### config.mk
export PLATFORM = sky130hd
export DESIGN_NAME = regfile_scoreboard
export DESIGN_NICKNAME = d
export VERILOG_FILES = /design/src/rtl/riscv8_pkg.sv /design/src/rtl/stall_watchdog.sv /design/src/rtl/regfile_scoreboard.sv
export SDC_FILE = /design/constraint.sdc
export NUM_CORES = 1
export LEC_CHECK = 0
export ABC_AREA = 0
export CAP_MARGIN = 20
export CORE_MARGIN = 2
export CORE_UTILIZATION = 41
export DETAILED_ROUTE_END_ITERATION = 12
export PLACE_DENSITY_LB_ADDON = 0.05
export SYNTH_ARGS = -nofsm -noshare
export SYNTH_HDL_FRONTEND = slang
export SYNTH_SLANG_ARGS = --single-unit
### constraint.sdc
create_clock -name clock -period 3.1 [get_ports clock]
set_clock_uncertainty 0.05 [all_clocks]
set_input_delay 0.62 -clock clock [delete_from_list [all_inputs] [get_ports clock]]
set_output_delay 0.62 -clock clock [all_outputs]
set_load 0.02 [all_outputs]
### src/rtl/riscv8_pkg.sv
// rtl/riscv8_pkg.sv - shared register-file constants and hazard cause encoding
package riscv8_pkg;

    localparam int REG_IDX_W = 5;
    localparam int NUM_REGS  = 32;
    localparam int OUT_W     = 4;

    localparam logic [REG_IDX_W-1:0] REG_ZERO = '0;

    // Highest-priority reason the current instruction is held, for debug/coverage.
    typedef enum logic [2:0] {
        HC_NONE,
        HC_RAW1,
        HC_RAW2,
        HC_WAW,
        HC_FULL
    } hazard_cause_t;

endpackage

### src/rtl/stall_watchdog.sv
// rtl/stall_watchdog.sv - saturating stall-run counter with sticky timeout flag
module stall_watchdog #(
    parameter int STALL_TIMEOUT = 255
) (
    input  logic clock,
    input  logic reset,
    input  logic flush,
    input  logic stall,
    output logic hazard_timeout
);

    localparam logic [7:0] LIMIT = 8'(STALL_TIMEOUT);

    logic [7:0] run_cnt;

    // Count consecutive stall cycles; flag is raised on the edge the count reaches LIMIT.
    always_ff @(posedge clock or posedge reset) begin
        if (reset) begin
            run_cnt        <= '0;
            hazard_timeout <= 1'b0;
        end else if (flush) begin
            run_cnt        <= '0;
            hazard_timeout <= 1'b0;
        end else if (stall) begin
            if (run_cnt != LIMIT) begin
                run_cnt <= run_cnt + 8'd1;
            end
            if (run_cnt == LIMIT - 8'd1) begin
                hazard_timeout <= 1'b1;
            end
        end else begin
            run_cnt <= '0;
        end
    end

endmodule

### src/rtl/regfile_scoreboard.sv
// rtl/regfile_scoreboard.sv - busy-bit scoreboard gating issue on RAW/WAW/budget hazards
module regfile_scoreboard
    import riscv8_pkg::*;
#(
    parameter int MAX_OUTSTANDING = 4,
    parameter int STALL_TIMEOUT   = 255
) (
    input  logic                 clock,
    input  logic                 reset,
    input  logic                 issue_valid,
    input  logic [REG_IDX_W-1:0] issue_rs1,
    input  logic [REG_IDX_W-1:0] issue_rs2,
    input  logic                 issue_uses_rs2,
    input  logic [REG_IDX_W-1:0] issue_rd,
    input  logic                 issue_writes_rd,
    output logic                 stall,
    output logic                 issue_fire,
    input  logic                 wb_valid,
    input  logic [REG_IDX_W-1:0] wb_rd,
    input  logic                 flush,
    output logic [OUT_W-1:0]     outstanding,
    output logic [NUM_REGS-1:0]  busy_vec,
    output logic                 hazard_timeout
);

    localparam logic [OUT_W-1:0] OUT_MAX = OUT_W'(MAX_OUTSTANDING);

    logic          counted_wr;
    logic          raw1;
    logic          raw2;
    logic          waw;
    logic          full;
    logic          issue_set;
    logic          retire;
    logic [NUM_REGS-1:0] busy_next;
    hazard_cause_t cause;

    // Hazard terms are evaluated against registered state; writes to x0 are never tracked.
    always_comb begin
        counted_wr = issue_writes_rd & (issue_rd != REG_ZERO);
        raw1       = busy_vec[issue_rs1];
        raw2       = issue_uses_rs2 & busy_vec[issue_rs2];
        waw        = counted_wr & busy_vec[issue_rd];
        full       = counted_wr & (outstanding == OUT_MAX);
        stall      = issue_valid & (raw1 | raw2 | waw | full);
        issue_fire = issue_valid & ~stall;
        issue_set  = issue_fire & counted_wr;
        // A retire of a non-busy register is spurious and must not touch the count.
        retire     = wb_valid & (wb_rd != REG_ZERO) & busy_vec[wb_rd];
    end

    // Clear first, then set, so a same-register collision resolves to busy.
    always_comb begin
        busy_next = busy_vec;
        if (retire) begin
            busy_next[wb_rd] = 1'b0;
        end
        if (issue_set) begin
            busy_next[issue_rd] = 1'b1;
        end
    end

    // Priority-encoded stall reason for observation only.
    always_comb begin
        cause = HC_NONE;
        if (issue_valid) begin
            if (raw1) begin
                cause = HC_RAW1;
            end else if (raw2) begin
                cause = HC_RAW2;
            end else if (waw) begin
                cause = HC_WAW;
            end else if (full) begin
                cause = HC_FULL;
            end
        end
    end

    // Busy bits and in-flight count; flush overrides any issue or retire this cycle.
    always_ff @(posedge clock or posedge reset) begin
        if (reset) begin
            busy_vec    <= '0;
            outstanding <= '0;
        end else if (flush) begin
            busy_vec    <= '0;
            outstanding <= '0;
        end else begin
            busy_vec <= busy_next;
            case ({issue_set, retire})
                2'b10:   outstanding <= outstanding + 1'b1;
                2'b01:   outstanding <= outstanding - 1'b1;
                default: outstanding <= outstanding;
            endcase
        end
    end

    stall_watchdog #(
        .STALL_TIMEOUT (STALL_TIMEOUT)
    ) u_stall_watchdog (
        .clock          (clock),
        .reset          (reset),
        .flush          (flush),
        .stall          (stall),
        .hazard_timeout (hazard_timeout)
    );

    a_no_set_clear_collision: assert property (@(posedge clock) disable iff (reset)
        !(issue_set && retire && (issue_rd == wb_rd)));

    a_cause_matches_stall: assert property (@(posedge clock) disable iff (reset)
        ((cause != HC_NONE) == stall));

    a_budget_bounded: assert property (@(posedge clock) disable iff (reset)
        (outstanding <= OUT_MAX));

endmodule

# [After elaboration in Yosys (flattened, before gate mapping)]
# Index checks and enable logic that the tools add are counted.
[classes] n_bitwise=16 eq_ne=6 magnitude_cmp=6 add_sub_neg=3 reduce_logical=8 mux=23
[op_table] op="2-to-1 mux 32 bit" n=3
[op_table] op="bitwise AND 32 bit" n=1
[op_table] op="inverter 32 bit" n=1
[op_table] op="bitwise OR 32 bit" n=1
[op_table] op="< comparator 5 x 6 -> 1 bit (second input constant)" n=4
[op_table] op="2-to-1 mux 8 bit" n=3
[op_table] op="binary-select mux 1 bit (select 5 bit)" n=4
[op_table] op="demux 1 bit (select 5 bit)" n=2
[op_table] op="greater-or-equal comparator 5 x 1 -> 1 bit (second input constant)" n=2
[op_table] op="nonzero test 5 bit" n=2
[op_table] op="bitwise AND 1 bit" n=9
[op_table] op="2-to-1 mux 1 bit" n=9
[op_table] op="adder 8 x 1 -> 8 bit (second input constant)" n=1
[op_table] op="== test 8 bit (second input constant)" n=1
[op_table] op="inequality test 8 bit (second input constant)" n=1
[op_table] op="one-hot mux 4 bit (2 select lines)" n=1
[op_table] op="adder 4 x 1 -> 4 bit (second input constant)" n=1
[op_table] op="== test 4 x 3 -> 1 bit (second input constant)" n=1
[op_table] op="2-to-1 mux 4 bit" n=1
[op_table] op="nonzero test 2 bit" n=2
[op_table] op="subtractor 4 x 1 -> 4 bit (second input constant)" n=1
[op_table] op="inequality test 3 x 1 -> 1 bit (second input constant)" n=1
[op_table] op="bitwise OR 1 bit" n=3
[op_table] op="nonzero test 3 bit" n=1
[op_table] op="other kinds (5)" n=6
[totals] register_bits=45 wordCells=66

# [Longest topological paths before layout]
[depth] ltp_word=13 depth_mapped=14 mapped_depth_nobuf=12

# [Modules after synthesis]
# Synthesis repeated with hierarchy kept, for this count alone.
[hier_totals] cells_unflattened=423 area_unflattened_um2=3663.5
[modules_own_cells] module="regfile_scoreboard" instances=1 seq_area_each_um2=900.9 cells_per_inst=373 area_each_um2=3183.1
[modules_own_cells] module="stall_watchdog" instances=1 seq_area_each_um2=225.2 cells_per_inst=50 area_each_um2=480.5

# [Least setup slack after synthesis]
# Ideal clock, no wire load.
[synth_timing] kind="input to register" from="input wb_rd[0]" to="register outstanding[3]" arrival_time_ps=3462 slack_ps=-540 path_stages=14 path_buffers=2 cell_sequence="buf_2 -> buf_4 -> mux4_2 -> nand3_1 -> a21oi_1 -> o41ai_2 -> a21oi_2 -> a21boi_0 -> ha_1 -> a21o_1 -> a21oi_1 -> nor2_1 -> a32oi_1 -> mux2_1"
[synth_via] elab_chain_len=6 elab_cells_between_ends=10 classes_between="eq/ne (2); mux (4); bitwise (2); reduce/logical (2)"
[synth_rtl] element="start: declaration" line="regfile_scoreboard.sv:19" text="input logic [REG_IDX_W-1:0] wb_rd,"
[synth_rtl] element="binary-select mux 1 bit (select 5 bit) / nonzero test 5 bit (equally long branches)" line="regfile_scoreboard.sv:49" text="retire = wb_valid & (wb_rd != REG_ZERO) & busy_vec[wb_rd];"
[synth_rtl] element="2-to-1 mux 1 bit (implied by the code) / bitwise AND 1 bit (equally long branches)" line="regfile_scoreboard.sv:49"
[synth_rtl] element="bitwise AND 1 bit *" line="regfile_scoreboard.sv:49"
[synth_rtl] element="== test 2 x 1 -> 1 bit / == test 2 bit (equally long branches)" line="regfile_scoreboard.sv:89" text="case ({issue_set, retire})"
[synth_rtl] element="one-hot mux 4 bit (2 select lines)" line="regfile_scoreboard.sv:89"
[synth_rtl] element="2-to-1 mux 4 bit" line="regfile_scoreboard.sv:84" text="end else if (flush) begin"
[synth_rtl] element="end signal: assignment" line="regfile_scoreboard.sv:90" text="2'b10: outstanding <= outstanding + 1'b1;"
[synth_rtl] element="end signal: assignment" line="regfile_scoreboard.sv:91" text="2'b01: outstanding <= outstanding - 1'b1;"
[synth_rtl] element="end signal: assignment" line="regfile_scoreboard.sv:92" text="default: outstanding <= outstanding;"
[synth_rtl] element="end: declaration" line="regfile_scoreboard.sv:21" text="output logic [OUT_W-1:0] outstanding,"
# Every way passes the cells marked *; elsewhere a longest branch is shown, timed or not. The select of a mux whose other input is x is not followed.
# A chain may end at the register's enable or synchronous reset.

# [Worst setup path in the final report]
[layout_timing] from="register busy_vec[4]" to="register outstanding[3]"
[layout_via] elab_chain_len=13 elab_cells_between_ends=23 classes_between="eq/ne (2); mux (10); bitwise (10); reduce/logical (1)"
[layout_rtl] element="start: declaration" line="regfile_scoreboard.sv:22" text="output logic [NUM_REGS-1:0] busy_vec,"
[layout_rtl] element="start signal: assignment" line="regfile_scoreboard.sv:88" text="busy_vec <= busy_next;"
[layout_rtl] element="binary-select mux 1 bit (select 5 bit)" line="regfile_scoreboard.sv:42" text="raw2 = issue_uses_rs2 & busy_vec[issue_rs2];"
[layout_rtl] element="2-to-1 mux 1 bit (implied by the code)" line="regfile_scoreboard.sv:42"
[layout_rtl] element="bitwise AND 1 bit" line="regfile_scoreboard.sv:42"
[layout_rtl] element="bitwise OR 1 bit (3 in series)" line="regfile_scoreboard.sv:45" text="stall = issue_valid & (raw1 | raw2 | waw | full);"
[layout_rtl] element="bitwise AND 1 bit" line="regfile_scoreboard.sv:45"
[layout_rtl] element="inverter 1 bit" line="regfile_scoreboard.sv:46" text="issue_fire = issue_valid & ~stall;"
[layout_rtl] element="bitwise AND 1 bit" line="regfile_scoreboard.sv:46"
[layout_rtl] element="bitwise AND 1 bit" line="regfile_scoreboard.sv:47" text="issue_set = issue_fire & counted_wr;"
[layout_rtl] element="== test 2 x 1 -> 1 bit / == test 2 bit (equally long branches)" line="regfile_scoreboard.sv:89"
[layout_rtl] element="one-hot mux 4 bit (2 select lines)" line="regfile_scoreboard.sv:89"
[layout_rtl] element="2-to-1 mux 4 bit" line="regfile_scoreboard.sv:84"
# Parallel ways exist; a longest one is shown, timed or not. The select of a mux whose other input is x is not followed.

==> summary.txt <==
Floorplan
  • DIE HEIGHT: between 90 and 100 um
  • Die area: ~0.01 mm2
  • Std-Cell Rows: 34
  • Core Region: approximately 0.0087 mm2
  • Initial core utilization: ~42%
  • Die width: 98.66 um
  • # IOs: 66

Synthesis
  • Synth unique cells: 63
  • Register area share after synthesis: slightly above 30%
  • Synth warn: 0
  • Syn Inst Count: roughly 380
  • Syn_area_per_cell: roughly 10 um2
  • Asr flop ratio synth: 100.0%
  • Synth area leader: dfrtp_1
  • Top_reg_cell synth: dfrtp_1
  • Synthesized Nets: about 410
  • Post-synth EDFFs: 0
  • Synth area leaders: dfrtp_1 (31%), mux2i_1 (8.7%), mux4_2 (8.0%)
  • Mapped Area: ~0.0037 mm2
  • Seq cells post-synth: between 40 and 50
  • Top cell type's share of synthesized area: a little under a third

Placement
  • Worst slack at placement: -983.8 ps
  • Final Wtd Congestion: between 0.9 and 1
  • Port bufs: 65
  • Detailed placement HPWL: 9.722 mm
  • Placed insts: ~620

Setup path
  • WP data required: about 3200 ps
  • Setup crit end kind: flip-flop
  • Critical Path AT: 3360 ps
  • Crit path launch type: flip-flop
  • Classification of the worst setup path: reg -> reg
  • CP Max Fanout: 5

Timing
  • RSZ-0062 raised after global routing: true
  • Final period utilization: 103.9%
  • Worst slew pin tran: ~600 ps
  • Setup TNS: -326.9 ps
  • Slew margin rel.: roughly 60%
  • Final Hold Fails: 0
  • Slew Limit Fails: 0
  • Fmax: slightly above 300 MHz
  • Fin worst setup slack: -120.5 ps
  • Crit path time final: 3221 ps
  • Final setup fails: 4

Final layout
  • Most frequent cells in the layout: buf_4 (112), clkdlybuf4s50_1 (47), dfrtp_1 (41), mux2i_1 (30), o21ai_0 (30)
  • Non-filler cells, final: 651
  • Final Core Density: between 60% and 70%
  • Antenna Diode Count: 0
  • Fillers: 796
  • FF+latch area: ~0.0011 mm2
  • Multi-input gate area: ~0.0024 mm2
  • Synth-to-Final Area Change: 49.18%
  • Final nets: 574
  • Most common cell after layout, fill and taps aside: buf_4
  • Layout cells sized above 1: approximately 36%

GRT
  • GRT met2 Usage: between 40 and 50%
  • Gr busiest metal: met2
  • Overflow after GRT: 0
  • Antenna violations before repair: 0
  • First-pass GRT wire length: slightly above 20 mm
  • Largest net degree at the start of global routing: 46
  • GR Util met1: between 30% and 40%
  • Number of global-route vias before repair: about 3.8k
  • GR Util All Layers: between 20% and 30%
  • Met3 track demand over resource: under 10%

Routing
  • Via density: 5.786
  • Antenna viol nets, final: 0
  • DRC: 0
  • First-pass DRT Iterations: 4
  • Drt total wl: 13.04 mm
  • Iter 0 DRT Violations: about 280
  • Routed length per placed instance: 20.03 um
  • Routed via count: around 3.8k

Power and ir drop
  • Pwr Density: 233.4 mW/mm2
  • Max VDD drop: approximately 240 uV
  • Total power: 1.279 mW
  • Static Leakage: ~2.4 nW

Status
  • Failing checks: negative setup slack
  • Outcome: complete, but fails checks

CTS
  • Num CTS Buffers: 5
  • Root Buffer Master: clkbuf_8
  • Max clock buf depth: 2
  • Clock transition at the registers of the reported paths: ~90 ps
  • Hold buffer count at cts: 0
  • Clock Latency Late Sink: 300 ps
  • CTS tree: yes
  • CTS H-tree lvls: 2
  • Clock sink count: 45

Run
  • MaxCap Viol Count: 0

Worst hold path
  • Hold WC Path Type: reg -> reg
## routing by layer
metal,wire (um),up-vias
met1,5560,1824
met4,386,0
li1,-,1749
met3,753,35
met2,6339,159
met5,0,-
## synth_stat cells (6+ instances only)
cell       n
a21oi_1   12
a22oi_1    8
clkbuf_1  12
dfrtp_1   45
inv_1      8
mux2i_1   32
mux4_1     6
mux4_2    13
nand2_1   13
nand2b_1   6
nand3_1   10
nand3b_1  10
nor2_1    17
nor2b_1   29
nor4_1     6
o21ai_0   30
o21ai_1   23
or4_1      9
## power breakdown
part / internal [mW] / total (mW) / leakage (nW) / switching, mW
registers: 0.591 / 0.597 / 0.621 / 0.00597
clock network: 0.160 / 0.368 / 0.0385 / 0.208
logic: 0.160 / 0.314 / 1.73 / 0.154
## cell type report
class,instances,area share [%]
timing repair buffer,190,30.82
multi-input combinational,292,44.00
clock buffer,7,1.393
tap,108,2.466
inverter,8,0.5479
sequential,45,20.64
clock inverter,1,0.1370
## logic make-up after synthesis
kind of cell | synth area share (%)
fa+ha+maj | 1.907
xor+xnor | 0.9539
buf+inv | 6.778
compound gates | 14.95
simple gates | 22.55
mux | 22.21
flops | 30.65
## sequential cells by signal, summed over array words and instances (netlist names)
name / count
u_stall_watchdog.hazard_timeout: 1
busy_vec: 32
outstanding: 4
u_stall_watchdog.run_cnt: 8
## final timing paths
check	start	cells after the start	slack, ps	end
setup reg to reg	busy_vec[4]	12	-120	outstanding[3]
hold reg to reg	u_stall_watchdog.hazard_timeout	2	470	u_stall_watchdog.hazard_timeout
max in group asynchronous	reset	3	1840	busy_vec[7]
setup / recovery	busy_vec[4]	12	-120	outstanding[3]
min in group asynchronous	reset	3	730	busy_vec[13]
hold / removal	u_stall_watchdog.hazard_timeout	2	470	u_stall_watchdog.hazard_timeout
## worst max-delay path: stages, from the launching register on
cell and delay (ps):
dfrtp_1 480, mux4_2 500, nor2b_1 150, nor4_1 270
nand4_1 200, nor2_2 220, a21boi_4 80, ha_1 270
a21o_1 180, a21oi_2 130, nor2_1 50, a32oi_1 190
mux2_1 330
## metrics by stage
stage,hold slack [ps],area [um2]
2_1_floorplan,485.2,3721
3_3_place_gp,461.8,5097
3_5_place_dp,455.9,5097
4_1_cts,477.7,5380
5_1_grt,524.4,5480
6_report,472.7,5480
## timing repair
| item | CTS | global route |
|---|---|---|
| buffers inserted | 9 | 7 |
| pin swaps | 18 | 14 |
| setup endpoints to repair | 40 | 6 |
| resized for setup | 79 | 14 |
| gates cloned | 3 | 0 |
(Power assumes the default switching activity.)
